`config.mk`:
```
export PLATFORM = sky130hd
export DESIGN_NAME = drv_seg_sequencer_flat
export DESIGN_NICKNAME = d
export VERILOG_FILES = /design/src/rtl/drv_seg_sequencer_if.sv /design/src/rtl/drv_seg_sequencer.sv /design/src/flat_wrapper.sv
export SDC_FILE = /design/constraint.sdc
export NUM_CORES = 1
export LEC_CHECK = 0
export CAP_MARGIN = 10
export CORE_MARGIN = 3
export CORE_UTILIZATION = 45
export CTS_BUF_LIST = sky130_fd_sc_hd__clkbuf_16
export DETAILED_ROUTE_END_ITERATION = 10
export PLACE_DENSITY = 0.69
export SLEW_MARGIN = 15
export SYNTH_ARGS = -nofsm -noshare
export SYNTH_HDL_FRONTEND = slang
export SYNTH_SLANG_ARGS = --single-unit
```
`constraint.sdc`:
```
create_clock -name CLK -period 12.9 [get_ports CLK]
set_input_delay 2.58 -clock CLK [delete_from_list [all_inputs] [get_ports CLK]]
set_output_delay 2.58 -clock CLK [all_outputs]
set_load 0.005 [all_outputs]
```
`src/rtl/drv_seg_sequencer_if.sv`:
```
// Handshake bundle for the segmented output-driver sequencer.
//   EN       : drive request (1 = ramp to target, 0 = ramp to off)
//   TGT      : requested segment count 0..7, saturating at 4
//   STEP_DLY : step interval minus one, in clock cycles
//   SEG_EN   : thermometer enables for four buffer segments
//   READY    : level equals target
//   DONE     : one-cycle pulse when a step lands on the target
//   BUSY     : level is moving
interface drv_seg_sequencer_if;
  logic       EN;
  logic [2:0] TGT;
  logic [3:0] STEP_DLY;
  logic [3:0] SEG_EN;
  logic       READY;
  logic       DONE;
  logic       BUSY;

  modport master (
    output EN, TGT, STEP_DLY,
    input  SEG_EN, READY, DONE, BUSY
  );

  modport slave (
    input  EN, TGT, STEP_DLY,
    output SEG_EN, READY, DONE, BUSY
  );
endinterface

```
`src/rtl/drv_seg_sequencer.sv`:
```
// Segmented output-driver sequencer. Ramps a 0..4 segment level toward the
// requested target one segment at a time, spacing steps STEP_DLY+1 cycles apart.
//   CLK : clock, rising edge
//   RST : synchronous active-high reset
//   bus : slave side of drv_seg_sequencer_if (EN/TGT/STEP_DLY in,
//         SEG_EN/READY/DONE/BUSY out, all outputs registered)
module drv_seg_sequencer (
  input logic                  CLK,
  input logic                  RST,
  drv_seg_sequencer_if.slave   bus
);

  typedef enum logic [1:0] {StIdle, StUp, StDown, StHold} state_e;

  state_e     state_q;
  logic [2:0] lvl_q;
  logic [3:0] cnt_q;
  logic [3:0] seg_en_q;
  logic       ready_q;
  logic       done_q;
  logic       busy_q;

  logic [2:0] tgt;
  logic       dir_up;
  logic       dir_dn;
  logic       reversal;
  logic [3:0] cnt_eff;
  logic       do_step;
  logic [2:0] lvl_d;
  logic [3:0] cnt_d;
  state_e     state_d;

  function automatic logic [3:0] therm(input logic [2:0] l);
    logic [3:0] t;
    t = 4'b0000;
    for (int i = 0; i < 4; i++) begin
      if (l > 3'(i)) t[i] = 1'b1;
    end
    return t;
  endfunction

  always_comb begin
    tgt      = 3'd0;
    if (bus.EN) tgt = (bus.TGT > 3'd4) ? 3'd4 : bus.TGT;

    dir_up   = lvl_q < tgt;
    dir_dn   = lvl_q > tgt;
    // state_q holds the direction left by the previous edge; an opposite
    // request restarts the interval from zero instead of using the old count.
    reversal = (dir_up && state_q == StDown) || (dir_dn && state_q == StUp);
    cnt_eff  = reversal ? 4'd0 : cnt_q;
    do_step  = (dir_up || dir_dn) && (cnt_eff >= bus.STEP_DLY);

    lvl_d = lvl_q;
    if (do_step) lvl_d = dir_up ? 3'(lvl_q + 3'd1) : 3'(lvl_q - 3'd1);

    if (!(dir_up || dir_dn) || do_step) cnt_d = 4'd0;
    else                                cnt_d = 4'(cnt_eff + 4'd1);

    if (lvl_d == tgt)     state_d = (tgt == 3'd0) ? StIdle : StHold;
    else if (lvl_d < tgt) state_d = StUp;
    else                  state_d = StDown;
  end

  always_ff @(posedge CLK) begin
    if (RST) begin
      state_q  <= StIdle;
      lvl_q    <= 3'd0;
      cnt_q    <= 4'd0;
      seg_en_q <= 4'b0000;
      ready_q  <= 1'b1;
      done_q   <= 1'b0;
      busy_q   <= 1'b0;
    end else begin
      state_q  <= state_d;
      lvl_q    <= lvl_d;
      cnt_q    <= cnt_d;
      seg_en_q <= therm(lvl_d);
      ready_q  <= (lvl_d == tgt);
      // Only a step can raise DONE; a target moving onto the level does not.
      done_q   <= do_step && (lvl_d == tgt);
      busy_q   <= (lvl_d != tgt);
    end
  end

  assign bus.SEG_EN = seg_en_q;
  assign bus.READY  = ready_q;
  assign bus.DONE   = done_q;
  assign bus.BUSY   = busy_q;

endmodule

```
`src/flat_wrapper.sv`:
```
// flat-port wrapper written by rule: the top's interface ports become plain ports
module drv_seg_sequencer_flat 
  (CLK, RST, bus_EN, bus_TGT, bus_STEP_DLY, bus_SEG_EN, bus_READY, bus_DONE, bus_BUSY);
  drv_seg_sequencer_if bus_i ();
  input logic CLK;
  input logic RST;
  input wire logic [$bits(bus_i.EN)-1:0] bus_EN;
  input wire logic [$bits(bus_i.TGT)-1:0] bus_TGT;
  input wire logic [$bits(bus_i.STEP_DLY)-1:0] bus_STEP_DLY;
  output wire logic [$bits(bus_i.SEG_EN)-1:0] bus_SEG_EN;
  output wire logic [$bits(bus_i.READY)-1:0] bus_READY;
  output wire logic [$bits(bus_i.DONE)-1:0] bus_DONE;
  output wire logic [$bits(bus_i.BUSY)-1:0] bus_BUSY;
  assign bus_i.EN = bus_EN;
  assign bus_i.TGT = bus_TGT;
  assign bus_i.STEP_DLY = bus_STEP_DLY;
  assign bus_SEG_EN = bus_i.SEG_EN;
  assign bus_READY = bus_i.READY;
  assign bus_DONE = bus_i.DONE;
  assign bus_BUSY = bus_i.BUSY;
  drv_seg_sequencer u_core (.CLK(CLK), .RST(RST), .bus(bus_i));
endmodule
```
## Word level (Yosys, flattened, before mapping)

Cells that the tools add are included.

- Register bits: 16
- Latch bits: 0
- Memory bits (writable): 0
- Memory bits (read-only): 0
- Input port bits: 10
- Output and inout port bits: 7
- Word-level logic and storage cells: 45
- Memories: 0

- $add $sub $neg: 3
- $mul: 0
- Div/mod/pow operators: 0
- Order comparisons: 9
- Eq/ne operators: 4
- Shift operators: 0
- Muxes and demuxes: 12
- Bitwise gates (word level): 0
- Reduce and logical (&&, ||, !) cells: 10

Operators by type and width:

| kind | count |
|---|---|
| 3-bit 2-to-1 mux | 4 |
| 3-bit by 1-bit greater-than comparator with 1-bit output (second input constant) | 2 |
| 3-bit by 2-bit greater-than comparator with 1-bit output (second input constant) | 2 |
| 3-bit < comparator | 2 |
| 2-bit 2-to-1 mux | 3 |
| 4-bit by 1-bit adder with 4-bit output (second input constant) | 1 |
| 4-bit >= comparator | 1 |
| 1-bit logical AND | 4 |
| 1-bit 2-to-1 mux | 4 |
| 4-bit 2-to-1 mux | 1 |
| 3-bit by 1-bit adder with 3-bit output (second input constant) | 1 |
| 3-bit == test | 1 |
| 3-bit greater-than comparator | 1 |
| 3-bit greater-than comparator (second input constant) | 1 |
| 3-bit logical NOT | 1 |
| 1-bit logical OR | 3 |
| 3-bit inequality test | 1 |
| 3-bit by 1-bit subtractor with 3-bit output (second input constant) | 1 |
| 2-bit by 1-bit == test with 1-bit output (second input constant) | 1 |
| 2-bit == test (second input constant) | 1 |
| 2-bit OR reduction | 1 |
| 1-bit logical NOT | 1 |

## Longest topological paths before layout

- Depth after elaboration: 13
- Gate-level depth with buffers: 16

## Least setup slack after synthesis

No wires, ideal clock.

- Path kind: input port to flip-flop
- Start: in bus_TGT[2]
- End: reg u_core.state_q[1]
- Setup time: 116 ps
- Data arrival time: 5802 ps
- Required time: 12784 ps
- Slack: 6982 ps
- Stages: 16
- Buffers on the path: 0
- Cells stage by stage: nand3b_1 -> ha_1 -> nand2b_1 -> a21oi_4 -> mux2i_1 -> nand2_1 -> ha_1 -> nand2b_4 -> a2111oi_4 -> nor3_4 -> xnor2_1 -> ha_1 -> nand2b_1 -> a21o_1 -> a21o_1 -> o211a_1

- Longest elaborated chain between the ends: 13
- Elaborated cells between the ends (all ways): 20
- Those cells by class: 5 x order compare; 1 x eq/ne; 8 x mux; 6 x reduce/logical

Ends and longest elaborated chain:

| what | line | source |
|---|---|---|
| start: declaration | flat_wrapper.sv:8 | `input wire logic [$bits(bus_i.TGT)-1:0] bus_TGT;` |
| 3-bit greater-than comparator | drv_seg_sequencer.sv:44 | `if (bus.EN) tgt = (bus.TGT > 3'd4) ? 3'd4 : bus.TGT;` |
| 3-bit 2-to-1 mux (*) (2 in a row) | drv_seg_sequencer.sv:44 |  |
| 3-bit < comparator or 3-bit greater-than comparator (tied branches) | drv_seg_sequencer.sv:46, drv_seg_sequencer.sv:47 |  |
| 1-bit logical AND | drv_seg_sequencer.sv:50 | `reversal = (dir_up && state_q == StDown) \|\| (dir_dn && state_q == StUp);` |
| 1-bit logical OR | drv_seg_sequencer.sv:50 |  |
| 4-bit 2-to-1 mux | drv_seg_sequencer.sv:51 | `cnt_eff = reversal ? 4'd0 : cnt_q;` |
| 4-bit >= comparator | drv_seg_sequencer.sv:52 | `do_step = (dir_up \|\| dir_dn) && (cnt_eff >= bus.STEP_DLY);` |
| 1-bit logical AND | drv_seg_sequencer.sv:52 |  |
| 3-bit 2-to-1 mux | drv_seg_sequencer.sv:55 | `if (do_step) lvl_d = dir_up ? 3'(lvl_q + 3'd1) : 3'(lvl_q - 3'd1);` |
| 3-bit < comparator | drv_seg_sequencer.sv:61 | `else if (lvl_d < tgt) state_d = StUp;` |
| 2-bit 2-to-1 mux | drv_seg_sequencer.sv:61 |  |
| 2-bit 2-to-1 mux (*) | drv_seg_sequencer.sv:60 | `if (lvl_d == tgt) state_d = (tgt == 3'd0) ? StIdle : StHold;` |
| end signal: assignment | drv_seg_sequencer.sv:67 | `state_q <= StIdle;` |
| end signal: assignment | drv_seg_sequencer.sv:75 | `state_q <= state_d;` |
| end: declaration | drv_seg_sequencer.sv:15 | `state_e state_q;` |

Mark *: on every way between the ends. The rest lies on a longest branch, timed or not.
A chain may end at the register's enable or synchronous reset.

## Worst setup path in the final report

Ends and elaborated chain as after synthesis.

==> results_dict.tcl <==
set metrics [dict create \
    status "finished, final reports clean" \
    cp_num_buf_inv 1 \
    vias_per_cell 5.22 \
    min_period_over_period_pct 50.0 \
    whs_path_depth 2 \
    synth_edf_count 0 \
    initial_core_util_pct 50.7 \
    crit_type "in2reg" \
    switching_share_pct 27.3 \
    fin_util_pct 62.4 \
    gp_congestion 0.768 \
    period_needed_ns 6.46 \
    post_cts_buffers 0 \
    path_delay_family "compound AO/OA/AOI/OAI gates" \
    port_buffers 16 \
    holdWs_ns 0.513 \
    coreArea_sq_um 2100 \
    crit_slowest_cell "clkdlybuf4s50_1" \
    cts_resized 0 \
    cts_sinks 16 \
    pwr-share-comb_pct 28.4 \
    timing_hold_violations_final 0 \
    end_kind "flip-flop" \
    ant_nets 0 \
    start_kind "primary input" \
    dr.pass1.iters 4 \
    cts_buffer_depth 2 \
    slowest_delay_ns 0.50 \
    die_w_um 54.7 \
    clkSlewWorstSetupHoldPaths_ns 0.05 \
    finalNetCount 145 \
    drc 0 \
    path_cells "clkdlybuf4s50_1 > and3b_1 > ha_1 > nand2b_1 > a21oi_4 > mux2i_1 > nand2_1 > ha_1 > nand2b_4 > a2111oi_4 > nor3_4 > xnor2_1 > ha_1 > nand2b_1 > a21o_1 > a21o_1 > o211a_1" \
    clock.fmax_mhz 155 \
    layout-drive-gt1-share_pct 13.1 \
    power_per_cell_area_nw_per_um2 125 \
    maxSlewHeadroom_pct 72.0 \
    p_leak_nw 0.586 \
    ctsHoldBuffers 0 \
    cell_internal_pwr_mw 0.120 \
    clockPowerShare_pct 36.8 \
    vias 778 \
    holdPathEnd "u_core.cnt_q[2]" \
    avgRoutedWirePerCell_um 11.7 \
    worst_pin_slew_ns 0.419 \
    routed_wl_um 1750 \
    timing.rr.end "u_core.state_q[1]" \
    grt_max_degree 11 \
    seqPwrFrac_pct 34.7 \
    fin_area_sq_um 1310 \
    n_fill_cell 185 \
    n_antenna_cell 0 \
    timing.rr.start "u_core.lvl_q[0]" \
    crit_fanout 10 \
    dpl.cell_count 145 \
    cts_root_buf "clkbuf_16" \
    dpl_cell_area_sq_um 1230 \
    grt_pass1_vias 763 \
    hpwl_um 1430 \
    grt_pass1_wl_um 3300 \
    syn_area_per_cell_sq_um 10.3 \
    clk_latency_ns 0.25 \
    layout_common_cells "clkdlybuf4s50_1 (16), dfxtp_1 (16), ha_1 (11)" \
    p_sw_mw 0.0450 \
    hold_class "reg2reg" \
    async_reset_ff_share_pct 0 \
    io_pins 17 \
    worstRegToRegCells 16 \
    yosysSeqAreaShare_pct 30.0 \
    dieArea_sq_um 2990 \
    core.rowCount 16 \
    cp_common_cell "ha_1" \
    tritoncts "yes" \
    areaGrowthSynthToFinish_pct 23.1 \
    h-tree-depth 1 \
    yosys_warnings 0 \
    rrSetupSlack_ns 8.90 \
    synthCells 104 \
    ys_types 42 \
    final_cells 149 \
    grt_overflow 0 \
    die_h_um 54.7 \
    crit_arrival_ns 6.60 \
    fin_tns_setup_ns 0 \
    netlist_area_sq_um 1070 \
    antenna_found_initial 0 \
    yosys_register_bits 16 \
    vdd_drop_max_v 0.0000967 \
    finClkSkew_ns 0.00238 \
    cts_inserted_buffers 3 \
    setup_viol 0 \
    cp.required_ns 13.04 \
    slew_viol_final 0 \
    grt_use_total_pct 15.8 \
    syn_nets 126 \
    synth_ff_type "dfxtp_1" \
    max_cap_viol_count 0 \
    rsz0062_at_grt "no" \
    drt_iter0_drc 9 \
    hp-start "u_core.cnt_q[2]" \
]
-- metrics by stage --
| stage | setup slack, ns | power (mW) |
|---|---|---|
| after floorplan | 6.98 | 0.0929 |
| after global placement | 6.25 | 0.104 |
| after detailed placement | 6.18 | 0.105 |
| after CTS | 6.43 | 0.167 |
| after global routing | 6.12 | 0.175 |
| final | 6.44 | 0.165 |
-- layer usage --
layer	part of all wire, %	vias up	global-route usage [%]
met5	0	-	0
met4	1.7	0	7.47
met3	5.0	4	5.72
met2	43	18	24.4
met1	50	353	19.2
li1	-	403	-
-- cell type report --
type                            instances  area [sq um]  share of cell area (%)
Timing Repair Buffer                   16           160                    12.2
Multi-Input combinational cell         77           686                    52.2
Tap cell                               27          33.8                    2.57
Sequential cell                        16           320                    24.4
Clock inverter                          1          3.75                   0.286
Clock buffer                            3          75.1                    5.72
Inverter                                9          33.8                    2.57
-- logic make-up (layout without fill, tap and decap cells) --
| group | count (synthesis) | count (layout) | share of synthesized area, % |
|---|---|---|---|
| AND/OR/NAND/NOR | 42 | 42 | 26.2 |
| flip-flops | 16 | 16 | 30.0 |
| AO/OA/AOI/OAI | 15 | 15 | 14.4 |
| adder cells (fa/ha/maj) | 12 | 12 | 14.8 |
| buffers and inverters | 11 | 29 | 5.63 |
| XOR/XNOR | 5 | 5 | 5.87 |
| multiplexers | 3 | 3 | 3.05 |
-- power groups by stage --
stage	clock, mW	combinational, mW	sequential [mW]
finish	0.0606	0.0469	0.0572
CTS	0.0620	0.0474	0.0572
global placement	0	0.0459	0.0581
global route	0.0645	0.0528	0.0579
detailed placement	0	0.0471	0.0582
floorplan	0	0.0351	0.0578
-- synthesized netlist by cell type (2+ instances only) --
library cell  number  area, sq um
dfxtp_1           16          320
nand3_1            3         15.0
o211a_1            2         20.0
nor2_1             9         33.8
nor3b_2            2         25.0
a211oi_1           3         22.5
and3b_1            2         17.5
a21o_1             2         15.0
nor3_1             2         10.0
ha_1              11          138
mux2_1             2         22.5
nand2b_1           3         18.8
inv_1              8         30.0
xnor2_1            2         17.5
nand2_1            4         15.0
and2_1             5         31.3
nor4_1             2         12.5
xor2_1             2         17.5
-- worst max path at each step --
stage	startpoint	end	slack (ns)	cells after the start
3_3_place_gp	bus_TGT[2]	u_core.state_q[1]	6.25	17
2_1_floorplan	bus_TGT[2]	u_core.state_q[1]	6.98	16
4_1_cts	bus_TGT[2]	u_core.state_q[1]	6.43	17
5_1_grt	bus_TGT[2]	u_core.state_q[1]	6.12	17
3_5_place_dp	bus_TGT[2]	u_core.state_q[1]	6.18	17
6_report	bus_TGT[2]	u_core.state_q[1]	6.44	17
-- worst reg2reg max path: cells and delay by family, from the launching register on --
family	cells	cell delay [ns]
simple gates	5	0.76
xor+xnor	1	0.17
mux	1	0.40
compound gates	5	1.17
flops	1	0.44
fa+ha+maj	3	0.83
buf+inv	1	0.12
-- state kept, by name, indices dropped and copies added, names as in the netlist --
name / count
u_core.bus.BUSY: 1
u_core.bus.SEG_EN: 4
u_core.bus.DONE: 1
u_core.cnt_q: 4
u_core.lvl_q: 3
u_core.state_q: 2
u_core.bus.READY: 1
Note: power is estimated with default switching activity, not from simulation.
